==> src/rtl/clk_div_arbiter_pkg.sv <==
`default_nettype none
// ============================================================================
// clk_div_arbiter_pkg
// Shared state encoding, counter width and default ratio for clk_div_arbiter.
// Rev 1.0
// ============================================================================
package clk_div_arbiter_pkg;

  // Width of the reset/settle cycle counter; RST_CYC and SET_CYC must fit.
  localparam int CNT_W = 4;

  // Ratio driven to the divider while nobody owns it.
  localparam logic [7:0] DEF_DIV_INIT = 8'd1;

  typedef logic [2:0] state_t;

  localparam state_t ST_IDLE     = 3'd0;
  localparam state_t ST_LOAD     = 3'd1;
  localparam state_t ST_SETTLE   = 3'd2;
  localparam state_t ST_OWNED    = 3'd3;
  localparam state_t ST_PARK     = 3'd4;
  localparam state_t ST_PARK_SET = 3'd5;

  // True in the states where a requester holds the divider.
  function automatic logic is_owning(input state_t s);
    return (s == ST_LOAD) || (s == ST_SETTLE) || (s == ST_OWNED);
  endfunction

endpackage
`default_nettype wire

==> src/rtl/clk_div_arbiter_rr_arb.sv <==
`default_nettype none
// ============================================================================
// clk_div_arbiter_rr_arb
// Combinational round-robin pick: first asserted request at or after ptr,
// searching cyclically. Returns a one-hot grant, its index and a valid flag.
// Rev 1.0
// ============================================================================
module clk_div_arbiter_rr_arb #(
  parameter int NREQ = 4,
  parameter int IDW  = 2
) (
  input  logic [NREQ-1:0] req,
  input  logic [IDW-1:0]  ptr,
  output logic [NREQ-1:0] gnt,
  output logic [IDW-1:0]  idx,
  output logic            any
);

  localparam logic [IDW:0] NREQ_W = (IDW + 1)'(NREQ);

  logic [IDW:0]   sum;
  logic [IDW-1:0] cand;

  // Walk the requesters starting at the pointer and keep the first hit.
  always_comb begin
    gnt  = '0;
    idx  = '0;
    any  = 1'b0;
    sum  = '0;
    cand = '0;
    for (int i = 0; i < NREQ; i++) begin
      sum = {1'b0, ptr} + (IDW + 1)'(i);
      if (sum >= NREQ_W) begin
        sum = sum - NREQ_W;
      end
      cand = sum[IDW-1:0];
      if (!any && req[cand]) begin
        any       = 1'b1;
        idx       = cand;
        gnt[cand] = 1'b1;
      end
    end
  end

endmodule
`default_nettype wire

==> src/rtl/clk_div_arbiter.sv <==
`default_nettype none
// ============================================================================
// clk_div_arbiter
// Shares one programmable clock divider among NREQ requesters. A round-robin
// winner owns the divider; its ratio is applied through a reset-load-settle
// sequence, and on release the divider is parked back at DEF_DIV.
// Rev 1.0
// ============================================================================
module clk_div_arbiter
  import clk_div_arbiter_pkg::*;
#(
  parameter int         NREQ    = 4,
  parameter int         RST_CYC = 2,
  parameter int         SET_CYC = 4,
  parameter logic [7:0] DEF_DIV = DEF_DIV_INIT
) (
  input  logic              origin_clk,
  input  logic              reset,
  input  logic [NREQ-1:0]   req,
  input  logic [8*NREQ-1:0] req_div,
  output logic [NREQ-1:0]   grant,
  output logic [NREQ-1:0]   ready,
  output logic [7:0]        div,
  output logic              div_rst_n,
  output logic              busy
);

  localparam int IDW = (NREQ > 1) ? $clog2(NREQ) : 1;
  localparam logic [CNT_W-1:0] RST_LAST = CNT_W'(RST_CYC - 1);
  localparam logic [CNT_W-1:0] SET_LAST = CNT_W'(SET_CYC - 1);
  localparam logic [IDW-1:0]   LAST_ID  = IDW'(NREQ - 1);

  state_t           state;
  state_t           state_nxt;
  logic [CNT_W-1:0] cnt;
  logic [IDW-1:0]   id;
  logic [IDW-1:0]   id_nxt;
  logic [IDW-1:0]   ptr;
  logic [IDW-1:0]   ptr_nxt;
  logic [7:0]       ratio;
  logic [7:0]       ratio_nxt;

  logic [NREQ-1:0]  grant_nxt;
  logic [NREQ-1:0]  ready_nxt;
  logic [7:0]       div_nxt;
  logic             div_rst_n_nxt;
  logic             busy_nxt;

  logic [NREQ-1:0]  pick_gnt;
  logic [IDW-1:0]   pick_idx;
  logic             pick_any;

  logic             owner_req;
  logic             rst_done;
  logic             set_done;

  assign owner_req = req[id];
  assign rst_done  = (cnt == RST_LAST);
  assign set_done  = (cnt == SET_LAST);

  clk_div_arbiter_rr_arb #(
    .NREQ (NREQ),
    .IDW  (IDW)
  ) u_rr_arb (
    .req (req),
    .ptr (ptr),
    .gnt (pick_gnt),
    .idx (pick_idx),
    .any (pick_any)
  );

  // State, counter, latched owner and all outputs; every output is registered.
  always_ff @(posedge origin_clk or negedge reset) begin
    if (!reset) begin
      state     <= ST_IDLE;
      cnt       <= '0;
      id        <= '0;
      ptr       <= '0;
      ratio     <= DEF_DIV;
      grant     <= '0;
      ready     <= '0;
      div       <= DEF_DIV;
      div_rst_n <= 1'b1;
      busy      <= 1'b0;
    end else begin
      state     <= state_nxt;
      cnt       <= (state_nxt != state) ? '0 : cnt + CNT_W'(1);
      id        <= id_nxt;
      ptr       <= ptr_nxt;
      ratio     <= ratio_nxt;
      grant     <= grant_nxt;
      ready     <= ready_nxt;
      div       <= div_nxt;
      div_rst_n <= div_rst_n_nxt;
      busy      <= busy_nxt;
    end
  end

  // Next state: a release by the owner wins over any sequence progress.
  always_comb begin
    state_nxt = state;
    case (state)
      ST_IDLE: begin
        if (pick_any) state_nxt = ST_LOAD;
      end
      ST_LOAD: begin
        if (!owner_req)    state_nxt = ST_PARK;
        else if (rst_done) state_nxt = ST_SETTLE;
      end
      ST_SETTLE: begin
        if (!owner_req)    state_nxt = ST_PARK;
        else if (set_done) state_nxt = ST_OWNED;
      end
      ST_OWNED: begin
        if (!owner_req) state_nxt = ST_PARK;
      end
      ST_PARK: begin
        if (rst_done) state_nxt = ST_PARK_SET;
      end
      ST_PARK_SET: begin
        if (set_done) state_nxt = ST_IDLE;
      end
      default: state_nxt = ST_IDLE;
    endcase
  end

  // Values the output registers take next, derived from the upcoming state
  // so the outputs always agree with the state they are registered alongside.
  always_comb begin
    id_nxt    = id;
    ratio_nxt = ratio;
    ptr_nxt   = ptr;
    if ((state == ST_IDLE) && pick_any) begin
      id_nxt    = pick_idx;
      ratio_nxt = req_div[{pick_idx, 3'b000} +: 8];
    end
    // The releasing owner gets lowest priority in the next arbitration.
    if (is_owning(state) && (state_nxt == ST_PARK)) begin
      ptr_nxt = (id == LAST_ID) ? '0 : id + IDW'(1);
    end
    grant_nxt     = is_owning(state_nxt) ? (NREQ'(1) << id_nxt) : '0;
    ready_nxt     = (state_nxt == ST_OWNED) ? (NREQ'(1) << id_nxt) : '0;
    div_nxt       = is_owning(state_nxt) ? ratio_nxt : DEF_DIV;
    div_rst_n_nxt = !((state_nxt == ST_LOAD) || (state_nxt == ST_PARK));
    busy_nxt      = (state_nxt != ST_IDLE);
  end

endmodule
`default_nettype wire

==> config.mk <==
export PLATFORM = sky130hd
export DESIGN_NAME = clk_div_arbiter
export DESIGN_NICKNAME = d
export VERILOG_FILES = /design/src/rtl/clk_div_arbiter_pkg.sv /design/src/rtl/clk_div_arbiter_rr_arb.sv /design/src/rtl/clk_div_arbiter.sv
export SDC_FILE = /design/constraint.sdc
export NUM_CORES = 1
export LEC_CHECK = 0
export BUFFER_PORTS_ARGS = -buffer_cell sky130_fd_sc_hd__buf_2
export CAP_MARGIN = 20
export CORE_MARGIN = 5
export CORE_UTILIZATION = 47
export CTS_BUF_LIST = sky130_fd_sc_hd__clkbuf_16
export CTS_CLUSTER_SIZE = 20
export DETAILED_ROUTE_END_ITERATION = 7
export GPL_ROUTABILITY_DRIVEN = 0
export GPL_TIMING_DRIVEN = 0
export MAX_ROUTING_LAYER = met4
export PLACE_DENSITY = 0.76
export SYNTH_ARGS = -nofsm -noshare
export SYNTH_HDL_FRONTEND = slang
export SYNTH_SLANG_ARGS = --single-unit
==> constraint.sdc <==
create_clock -name origin_clk -period 2 [get_ports origin_clk]
set_input_delay 0.1 -clock origin_clk [delete_from_list [all_inputs] [get_ports origin_clk]]
set_output_delay 0.1 -clock origin_clk [all_outputs]
set_load 0.05 [all_outputs]
==> metrics.yaml <==
viasPerCell: 5.768
grt_setup_unrepaired: "yes"
rows: 23
leakagePower_nw: 1.215
yosysUniqueCellTypes: 47
end_kind: "flop"
firstDrtPassIters: 4
syn_to_final_growth_pct: 30.89
synth_common_cells: "dfrtp_1 (34), o21ai_0 (20), nand3_1 (18)"
dp_hpwl_mm: 3.513
clock_latency_ps: 280
vias: 1794
fill_cells: 349
synth-seq-area-share_pct: 47.03
first_global_vias: 1719
hold_path_class: "in -> reg"
final_area_sq_um: 2587
synthCells: 194
core_sq_um: 4029
holdCritStartpoint: "req_div[24]"
netlist_area_sq_um: 1977
track_usage_pct: 19.54
final_util_pct: 64.22
antenna_found_initial: 0
critPathKind: "reg -> reg"
start_util_pct: 49.07
fmax_mhz: 522.4
synth_edf_count: 0
combPwrFrac_pct: 51.5
timing.final.ws_setup_ps: 85.87
p_per_area_nw_per_um2: 1554
peakVddDrop_mv: 0.6823
tns_ps: 0
final-instance-count-excl-fill: 311
place_area_sq_um: 2315
final_nets: 301
maxSlewHeadroom_pct: 44.26
clockRootBuffer: "clkbuf_16"
finalPower_mw: 4.020
ys_warn_count: 0
synth.most_common_cell: "dfrtp_1"
grt-busiest-layer: "met1"
met2_usage_pct: 26.31
ys_seq_elements: 37
layout-drive-gt1-share_pct: 42.15
drt_iter0_markers: 137
synth_nets: 235
cts_buffer_depth: 2
max_cap_violations: 0
slew_violations: 0
cts-buffers-inserted: 5
power.switching_mw: 1.725
routed_wl_mm: 5.112
reg2reg_from: "ptr[1]"
intPower_mw: 2.295
n_antenna_cell: 0
die_h_um: 74.86
seq_power_share_pct: 29.7
crit_chain: "mux2i_1 -> a2bb2oi_2 -> clkbuf_2 -> nand3_1 -> a21oi_1 -> a311o_2"
synthFlopType: "dfrtp_1"
wl_per_cell_um: 16.44
run_status: "finished, final reports clean"
synth-async-reset-ratio_pct: 100.0
clock-sinks: 37
tightest_slew_ps: 829.2
dp_slack_ps: -217.8
yosysTopAreaCell: "dfrtp_1"
dp.cells: 299
clk_pin_slew_ps: 60
grt_max_degree: 38
synth.avg_cell_area_sq_um: 10.19
grt_overflow_total: 0
die_w_um: 74.86
hold_slack_ps: 173.1
clkPwrFrac_pct: 18.9
worstSetupStartpointType: "flop"
setup.worst_path.start: "ptr[1]"
arrival_ps: 2070
use_met1_pct: 27.77
htree_num_levels: 2
finalCritPeriodShare_pct: 95.71
swShare_pct: 42.90
post-route-drc-count: 0
synth_top_area_share_pct: 43.04
yosys-top-cells-area: "dfrtp_1 (43%), o21ai_0 (5.1%), nand3_1 (4.6%)"
max_stage_delay_ps: 450
min_period_ps: 1914
required_ps: 2160
crit_fanout: 10
design.die.area_sq_um: 5603
slowest_stage: "dfrtp_1"
setup_viol: 0
cts_tree: "done"
port_buffers: 55
fin_skew_ps: 2.492
grt_pass1_wl_mm: 8.079
ioPinCount: 56
detail-route-antenna-nets: 0
final_hold_viol_count: 0
grtUsageMet3_pct: 4.406
==> area by class of cell <==
class / count / area [sq um] / share of cell area, %
multi-input cells: 142 / 1065 / 41.15
flip-flops and latches: 37 / 929.6 / 35.93
repair buffers: 63 / 341.6 / 13.20
clock buffers: 5 / 125.1 / 4.836
well taps: 50 / 62.56 / 2.418
plain buffers: 6 / 27.53 / 1.064
inverters: 5 / 18.77 / 0.7253
clock inverters: 3 / 17.52 / 0.6770
==> final timing paths <==
kind | to | slack, ps | cells past startpoint
min reg2reg | cnt[0] | 490 | 1
max | div[2] | 90 | 6
min | ratio[0] | 170 | 4
max in group asynchronous | div[7] | 1020 | 2
min in group asynchronous | cnt[0] | 460 | 2
max reg2reg | div[2] | 90 | 6
==> kinds of logic after synthesis <==
group | count (synthesis) | synth area share [%]
AOI/OAI and AO/OA | 73 | 26.84
and+or+nand+nor | 59 | 15.89
DFF | 37 | 47.03
buffers and inverters | 15 | 4.177
muxes | 5 | 3.291
adders and majority gates | 3 | 1.899
xor gates and xnor gates | 2 | 0.8862
==> registers in the layout (all words and copies together), names as in the netlist, 2 cells and up <==
register	count
div	8
ratio	8
cnt	4
grant	4
ready	4
state	3
id	2
ptr	2
==> layer usage <==
metal | vias up | share of wire, %
met2 | 47 | 46
met3 | 12 | 4.3
met1 | 876 | 47
li1 | 859 | -
met4 | 0 | 2.6
met5 | - | 0
==> placed cells by master, fill, tap and decap left out, types with 3 or more instances in the layout <==
master     instances
o21ai_0           18
nand2_1            5
a21oi_4            5
nor2_1            14
nand3_1           18
a21o_1             4
a311o_2            5
buf_4              6
inv_1              5
clkbuf_16          5
a211o_1            8
dfstp_2            3
a21oi_1           11
nand2b_1           3
nor3_1             6
a21oi_2            3
ha_1               3
dfrtp_1           34
clkbuf_2           4
buf_2             55
==> power groups by stage <==
| stage | combinational [mW] | sequential [mW] | clock [mW] |
|---|---|---|---|
| floorplan | 1.15 | 1.45 | 0 |
| global placement | 1.80 | 1.18 | 0 |
| detailed placement | 1.82 | 1.19 | 0 |
| CTS | 1.97 | 1.18 | 0.774 |
| global route | 2.25 | 1.23 | 0.818 |
| finish | 2.07 | 1.19 | 0.759 |
==> timing repair <==
| item | 4_1_cts | 5_1_grt |
|---|---|---|
| endpoints found under the setup margin | 22 | 28 |
| hold buffers | 1 | 0 |
| buffers inserted | 6 | 1 |
| pin swaps | 16 | 7 |
| endpoints found under the hold margin | 34 | 0 |
| gates resized for setup | 7 | 24 |
==> worst max-delay path: cells and delay by family (launching register included) <==
kind / cells / cell delay (ps)
AO/OA/AOI/OAI: 3 / 630
buffers and inverters: 1 / 230
flip-flops: 1 / 450
multiplexers: 1 / 350
AND/OR/NAND/NOR: 1 / 120
Power figures use the tool's default switching activity.
